[config.mk]
export PLATFORM = sky130hd
export DESIGN_NAME = result_merge
export DESIGN_NICKNAME = d
export VERILOG_FILES = /design/src/rtl/result_merge_pkg.sv /design/src/rtl/merge_slot.sv /design/src/rtl/result_merge.sv
export SDC_FILE = /design/constraint.sdc
export NUM_CORES = 1
export LEC_CHECK = 0
export CAP_MARGIN = 20
export CELL_PAD_IN_SITES_DETAIL_PLACEMENT = 0
export CELL_PAD_IN_SITES_GLOBAL_PLACEMENT = 1
export CORE_ASPECT_RATIO = 0.75
export CORE_MARGIN = 2
export CORE_UTILIZATION = 55
export DETAILED_ROUTE_END_ITERATION = 16
export DONT_BUFFER_PORTS = 1
export HOLD_SLACK_MARGIN = 0.03
export PLACE_DENSITY = 0.82
export SYNTH_ARGS = -nofsm -noshare
export SYNTH_HDL_FRONTEND = slang
export SYNTH_HIERARCHICAL = 1
export SYNTH_SLANG_ARGS = --single-unit
export TNS_END_PERCENT = 50
[constraint.sdc]
create_clock -name clk -period 2.8 [get_ports clk]
set_clock_uncertainty 0.1 [all_clocks]
set_input_delay 0.28 -clock clk [delete_from_list [all_inputs] [get_ports clk]]
set_output_delay 0.28 -clock clk [all_outputs]
set_load 0.1 [all_outputs]
[src/rtl/result_merge_pkg.sv]
// Shared constants for the result merge block and the downstream routing demux.
// The source encoding doubles as the demux select value.
package result_merge_pkg;

    localparam int DATA_W_DEFAULT = 32;

    typedef enum logic {
        SRC_ALU    = 1'b0,
        SRC_BUFFER = 1'b1
    } src_e;

endpackage

[src/rtl/merge_slot.sv]
// Single-entry holding register with a full flag.
// A load on the same edge as a pop wins, so the slot stays full with the new word.
module merge_slot
    import result_merge_pkg::*;
#(
    parameter int DATA_W = DATA_W_DEFAULT
) (
    input  logic              clk,
    input  logic              reset,
    input  logic              i_load,
    input  logic [DATA_W-1:0] i_data,
    input  logic              i_pop,
    output logic              o_full,
    output logic [DATA_W-1:0] o_data
);

    logic              r_full;
    logic [DATA_W-1:0] r_data;

    always_ff @(posedge clk or posedge reset) begin
        if (reset) begin
            r_full <= 1'b0;
            r_data <= '0;
        end else if (i_load) begin
            r_full <= 1'b1;
            r_data <= i_data;
        end else if (i_pop) begin
            r_full <= 1'b0;
        end
    end

    assign o_full = r_full;
    assign o_data = r_data;

endmodule

[src/rtl/result_merge.sv]
// Two-source merge (ALU, Buffer) into one writeback stream, one slot per source.
// Define RESULT_MERGE_RR_EN for round-robin arbitration; otherwise the ALU has fixed priority.
module result_merge
    import result_merge_pkg::*;
#(
    parameter int DATA_W = DATA_W_DEFAULT
) (
    input  logic              clk,
    input  logic              reset,
    input  logic [DATA_W-1:0] InAlu,
    input  logic              InAluValid,
    output logic              InAluReady,
    input  logic [DATA_W-1:0] InBuffer,
    input  logic              InBufferValid,
    output logic              InBufferReady,
    output logic [DATA_W-1:0] Out,
    output logic              OutValid,
    input  logic              OutReady,
    output logic              OutSrc
);

    logic              w_aluFull;
    logic              w_bufFull;
    logic [DATA_W-1:0] w_aluData;
    logic [DATA_W-1:0] w_bufData;
    logic              w_aluLoad;
    logic              w_bufLoad;
    logic              w_aluPop;
    logic              w_bufPop;
    logic              w_outFire;
    logic              w_aluGrant;
    logic              w_bufGrant;
    src_e              w_arbSrc;
    src_e              w_grantSrc;
    logic              r_stalled;
    src_e              r_stallSrc;

`ifdef RESULT_MERGE_RR_EN
    src_e r_nextSrc;

    always_comb begin
        w_arbSrc = SRC_ALU;
        if (w_aluFull && w_bufFull) begin
            w_arbSrc = r_nextSrc;
        end else if (w_bufFull) begin
            w_arbSrc = SRC_BUFFER;
        end
    end

    // Pointer names the source to favour on the next tie; it moves only on output transfers.
    always_ff @(posedge clk or posedge reset) begin
        if (reset) begin
            r_nextSrc <= SRC_ALU;
        end else if (w_outFire) begin
            r_nextSrc <= (w_grantSrc == SRC_ALU) ? SRC_BUFFER : SRC_ALU;
        end
    end
`else
    always_comb begin
        w_arbSrc = SRC_ALU;
        if (w_bufFull && !w_aluFull) begin
            w_arbSrc = SRC_BUFFER;
        end
    end
`endif

    // An empty slot may fill during a stall; the lock keeps the presented word from switching.
    always_ff @(posedge clk or posedge reset) begin
        if (reset) begin
            r_stalled  <= 1'b0;
            r_stallSrc <= SRC_ALU;
        end else begin
            r_stalled  <= OutValid && !OutReady;
            r_stallSrc <= w_grantSrc;
        end
    end

    assign w_grantSrc = r_stalled ? r_stallSrc : w_arbSrc;

    assign OutValid   = w_aluFull || w_bufFull;
    assign w_outFire  = OutValid && OutReady;
    assign w_aluGrant = OutValid && (w_grantSrc == SRC_ALU);
    assign w_bufGrant = OutValid && (w_grantSrc == SRC_BUFFER);

    assign InAluReady    = !w_aluFull || (w_aluGrant && OutReady);
    assign InBufferReady = !w_bufFull || (w_bufGrant && OutReady);

    assign w_aluLoad = InAluValid && InAluReady;
    assign w_bufLoad = InBufferValid && InBufferReady;
    assign w_aluPop  = w_outFire && w_aluGrant;
    assign w_bufPop  = w_outFire && w_bufGrant;

    assign Out    = w_bufGrant ? w_bufData : (w_aluGrant ? w_aluData : '0);
    assign OutSrc = w_bufGrant;

    merge_slot #(.DATA_W(DATA_W)) u_aluSlot (
        .clk    (clk),
        .reset  (reset),
        .i_load (w_aluLoad),
        .i_data (InAlu),
        .i_pop  (w_aluPop),
        .o_full (w_aluFull),
        .o_data (w_aluData)
    );

    merge_slot #(.DATA_W(DATA_W)) u_bufSlot (
        .clk    (clk),
        .reset  (reset),
        .i_load (w_bufLoad),
        .i_data (InBuffer),
        .i_pop  (w_bufPop),
        .o_full (w_bufFull),
        .o_data (w_bufData)
    );

endmodule

==> flow_summary.ini, run 1 <==
[status]
status = finished, final reports clean

[final_layout]
design_area_sq_um = 6100
final_layout_size_suffix_gt1_frac = 0.428
final_cell_mix = 66 x dlygate4sd3_1, 66 x dfrtp_1, 58 x mux2_4
fin_cells = 522
diodes = 0
multiInputGateArea_sq_um = 2540
areaGrowthSynthToFinish_pct = 45.9
fillers = 421
num-nets-final = 485
seq_area_sq_um = 1710

[routing]
drc = 0
drt_iter0_drc = 131
routedWlPerCell_microns = 22.4
routed_wl_mm = 11.7
vias = 3042
dr.pass1.iters = 4
drtAntennaViolNets = 0
viasPerCell = 5.83

[yosys]
synth_cell_types = 26
syn_inst = 317
synth_largest_area_cell = dfrtp_1
synth_area_sq_um = 4180
syn_nets = 386
synth_top_area_frac = 0.407
yosys-top-cells-area = dfrtp_1 41%, mux2_4 21%, a221oi_2 11%, mux2i_1 7.7%, o21ai_0 3.5%
yosysSeqAreaShare = 0.407
ys_seq_elements = 68
syn_avg_cell_area_sq_um = 13.2
yosys_warnings = 6

[timing]
whs_ns = 0.120
max_freq_mhz = 394
fin_crit_ns = 2.54
worstMarginPinSlew_ns = 0.608
rsz0062_at_grt = no
setup-violations-final = 0
setup_slack_ns = 0.265
max_slew_margin = 0.595
period_share = 0.905
hold_violations = 0
slew_viol_final = 0

[placement]
placed_area_sq_um = 5260
dp_hpwl_mm = 7.05
gp_congestion = 0.749
post-place-ws_ns = 0.559
dp.cells = 440
portBuffers = 0

[run]
maxCapViolCount = 0

[min_path]
min_path_type = input pin to flop

[floorplanning]
die_h_microns = 79.5
rows = 27
start_util = 0.568
io_pins = 105
die_w_microns = 105
fp.dieArea_sq_um = 8330
core_area_sq_um = 7360

[clock_network]
clkLatencyLatePin_ns = 0.37
cts.sinks = 68
root_buffer = clkbuf_8
h-tree-depth = 3
cts_inserted_buffers = 9
clkSlewWorstSetupHoldPaths_ns = 0.07
cts_resized = 0
cts_buffer_depth = 2
cts_tree = built

[grt]
grt_pass1_vias = 3375
grt_overflow = 0
grtUsageTotal = 0.309
grt_max_degree = 34
antenna_found_initial = 0
grt_pass1_wl_mm = 19.3

[setup_path]
crit_type = flop to output pin
startpoint_type = flop
worstPathRequired_ns = 2.42
end_kind = output pin
timing.critical_path.mode_cell = buf_4
crit_buf_inv = 3
cp_slowest_cell = buf_4
crit_family = buffers and inverters
cp.arrival_ns = 2.16
critical_path.max_fanout = 19
path_cells = buf_4 > buf_4 > mux2i_1 > a221oi_4 > buf_12
slowest_delay_ns = 0.40
cell families (layout without fill, tap and decap cells):
family                 Yosys count  in the layout  share of synthesized area
AND/OR/NAND/NOR                 45             45                     0.0506
multiplexers                    96             96                      0.301
flip-flops                      68             68                      0.407
AO/OA/AOI/OAI                   70             70                      0.160
buffers and inverters           38            142                     0.0814
worst register-to-register path: stages (launching register included):
cell and delay (ns):
dfrtp_1 0.50, nand2b_2 0.37, nand3_1 0.23, a21boi_4 0.21
buf_4 0.33, mux2_2 0.40
metrics by stage:
step / TNS [ns] / utilization
2_1_floorplan: -0.526 / -
3_5_place_dp: 0 / 0.714
3_3_place_gp: 0 / 0.714
6_report: 0 / 0.828
5_1_grt: 0 / 0.828
4_1_cts: 0 / 0.828
final timing paths:
check / from / to / slack (ns) / cells after the start
setup / recovery: r_stallSrc / Out[6] / 0.26 / 5
hold / removal: OutReady / u_bufSlot/o_full / 0.12 / 3
setup reg to reg: u_aluSlot/o_full / u_bufSlot/o_data[11] / 0.54 / 5
hold reg to reg: u_bufSlot/o_data[26] / u_bufSlot/o_data[26] / 0.44 / 1
max in group asynchronous: reset / u_aluSlot/o_data[2] / 1.49 / 3
min in group asynchronous: reset / r_stalled / 0.21 / 2
sequential cells by signal, summed over array words and instances (netlist names):
| signal | count |
|---|---|
| u_aluSlot/o_data | 32 |
| r_stallSrc | 1 |
| u_bufSlot/o_full | 1 |
| u_aluSlot/o_full | 1 |
| u_bufSlot/o_data | 32 |
| r_stalled | 1 |
what timing repair did:
item | in CTS | in global routing
hold endpoints to repair | 112 | 0
hold buffers | 66 | 0
setup buffers | 0 | 0
synthesized netlist by cell type:
cell	count
mux2_2	6
buf_12	6
inv_1	7
buf_8	1
a221oi_1	2
a21oi_1	1
inv_2	1
nand3_1	1
nand2_1	4
buf_6	8
nand2b_1	2
buf_2	11
dfrtp_1	68
nor2_1	26
buf_4	4
a221oi_2	30
nand2_2	1
nor3b_2	1
o21ai_1	3
nor2_2	10
o21ai_0	29
mux2_4	58
mux2i_1	32
a21boi_1	2
o31ai_1	1
a21o_1	2
area by class of cell:
cell class,count,share of cell area
multi-input combinational,211,0.417
sequential,68,0.280
timing repair buffer,118,0.248
clock buffer,15,0.0289
tap,101,0.0207
inverter,8,0.00513
clock inverter,1,0.000820
metal layers:
| layer | share of wire | global-route usage |
|---|---|---|
| met2 | 0.52 | 0.542 |
| met4 | 0.018 | 0.0987 |
| met3 | 0.050 | 0.0800 |
| met5 | 0 | 0 |
| met1 | 0.41 | 0.376 |
Power of run 1 is not shown: default switching activity piles up to over one toggle a cycle in this logic, so the estimate is an artifact.
==> run 2: changes to the inputs <==
--- a/config.mk
+++ b/config.mk
@@ -13,6 +13,7 @@
 export CORE_UTILIZATION = 55
 export DETAILED_ROUTE_END_ITERATION = 16
 export DONT_BUFFER_PORTS = 1
+export GPL_TIMING_DRIVEN = 0
 export HOLD_SLACK_MARGIN = 0.03
 export PLACE_DENSITY = 0.82
 export SYNTH_ARGS = -nofsm -noshare
==> run 2 against run 1 <==
- non-clock buffer count fell by 22
- register-to-register slack better by 0.26 ns
- worst hold slack gained 0.0098 ns
- cell area shrank 9.0%
- critical endpoint is now Out[22]
- critical path type unchanged
==> flow_summary.ini, run 2 (same netlist as run 1, synthesis figures left out) <==
[grt]
grt_pass1_wl_mm = 17.1
grtUsageTotal = 0.271
grt_max_degree = 34
grt_pass1_vias = 3194
grt_overflow = 0
antenna_found_initial = 0

[final_layout]
diodes = 0
areaGrowthSynthToFinish_pct = 32.7
fillers = 501
multiInputGateArea_sq_um = 2520
final_common_cell = dfrtp_1
final_layout_size_suffix_gt1_frac = 0.396
seq_area_sq_um = 1700
final_cell_mix = 68 x dfrtp_1, 66 x dlygate4sd3_1, 58 x mux2_4
num-nets-final = 463

[setup_path]
crit_type = flop to output pin
end_kind = output pin
crit_buf_inv = 2
startpoint = u_aluSlot/o_full
regToRegSetupSlack_ns = 0.80
timing.rr.end = u_aluSlot/o_data[15]
path_cells = inv_2 > buf_2 > a221oi_4
cp_slowest_cell = a221oi_4
startpoint_type = flop
worstPathRequired_ns = 2.42
critical_path.max_fanout = 10
cp.arrival_ns = 2.36
crit_family = compound AO/OA/AOI/OAI gates
crit_end = Out[22]
rr_worst_depth = 7
regToRegStartpoint = r_stalled
cp_num_cells = 3
slowest_delay_ns = 1.04

[timing]
setup_slack_ns = 0.0604
fin_crit_ns = 2.74
setup-violations-final = 0
max_slew_margin = 0.255
worstMarginPinSlew_ns = 1.12
hold_violations = 0
rsz0062_at_grt = yes
max_freq_mhz = 365
period_share = 0.978
slew_viol_final = 0

[floorplanning]
die_h_microns = 79.5
start_util = 0.568
io_pins = 105
core_area_sq_um = 7360
fp.dieArea_sq_um = 8330
die_w_microns = 105
rows = 27

[routing]
viasPerCell = 5.81
dr_wl_met2_mm = 5.19
routedWlPerCell_microns = 21.1
vias = 2906
drt_iter0_drc = 180
drtAntennaViolNets = 0
wl_met1_mm = 4.61
met3_length_microns = 598
routed_wl_mm = 10.6
routed.top_layer = met4
dr.pass1.iters = 4
drc = 0

[clock_network]
cts_inserted_buffers = 9
cts_tree = built
clkLatencyLatePin_ns = 0.35
cts_buffer_depth = 2
cts.sinks = 68
clkSlewWorstSetupHoldPaths_ns = 0.07
root_buffer = clkbuf_8
h-tree-depth = 3

[placement]
dp_hpwl_mm = 6.68
post-place-ws_ns = 0.439
portBuffers = 0
gp_congestion = 0.788

[min_path]
min_path_type = input pin to flop

[status]
status = finished, final reports clean

[run]
maxCapViolCount = 0
[run 2: stage by stage]
step	hold WS, ns	util	std cells	TNS, ns	area, sq um
6_report	0.130	0.754	500	0	5550
5_1_grt	0.156	0.754	500	-0.0105	5550
4_1_cts	0.119	0.753	500	0	5550
3_5_place_dp	-0.0675	0.636	418	0	4680
3_3_place_gp	-0.0713	0.586	418	-0.735	4320
2_1_floorplan	-0.0788	-	317	-0.526	4190
[run 2: cell type report]
class / instances / share of cell area
buffer: 30 / 0.0568
clock buffer: 10 / 0.0248
clock inverter: 6 / 0.0115
inverter: 8 / 0.00541
multi-input combinational: 211 / 0.453
sequential: 68 / 0.307
tap: 101 / 0.0228
timing repair buffer: 66 / 0.119
[run 2: worst min path at each step]
stage	startpoint	endpoint	slack [ns]	cells after the start
after global placement	reset	r_stalled	-0.07	1
after detailed placement	reset	r_stalled	-0.07	1
final	OutReady	u_bufSlot/o_full	0.13	3
after global routing	OutReady	u_bufSlot/o_full	0.16	3
after floorplan	reset	r_stallSrc	-0.08	1
after CTS	OutReady	u_bufSlot/o_full	0.12	3
[run 2: repair_timing]
action | 4_1_cts | 5_1_grt
setup endpoints to repair | 0 | 14
setup buffers | 0 | 0
gates resized for setup | 0 | 2
hold endpoints to repair | 133 | 0
hold buffers | 66 | 0
[run 2: layer usage]
metal  vias up  global-route usage
li1       1324                   -
met1      1471               0.343
met2        94               0.447
met3        17              0.0727
met4         0               0.105
met5         -                   0
[run 2: worst min-delay path, stage by stage]
cell	delay, ns
nor3b_2	0.13
inv_1	0.04
a21o_1	0.09
Power of run 2 is left out for the same reason.
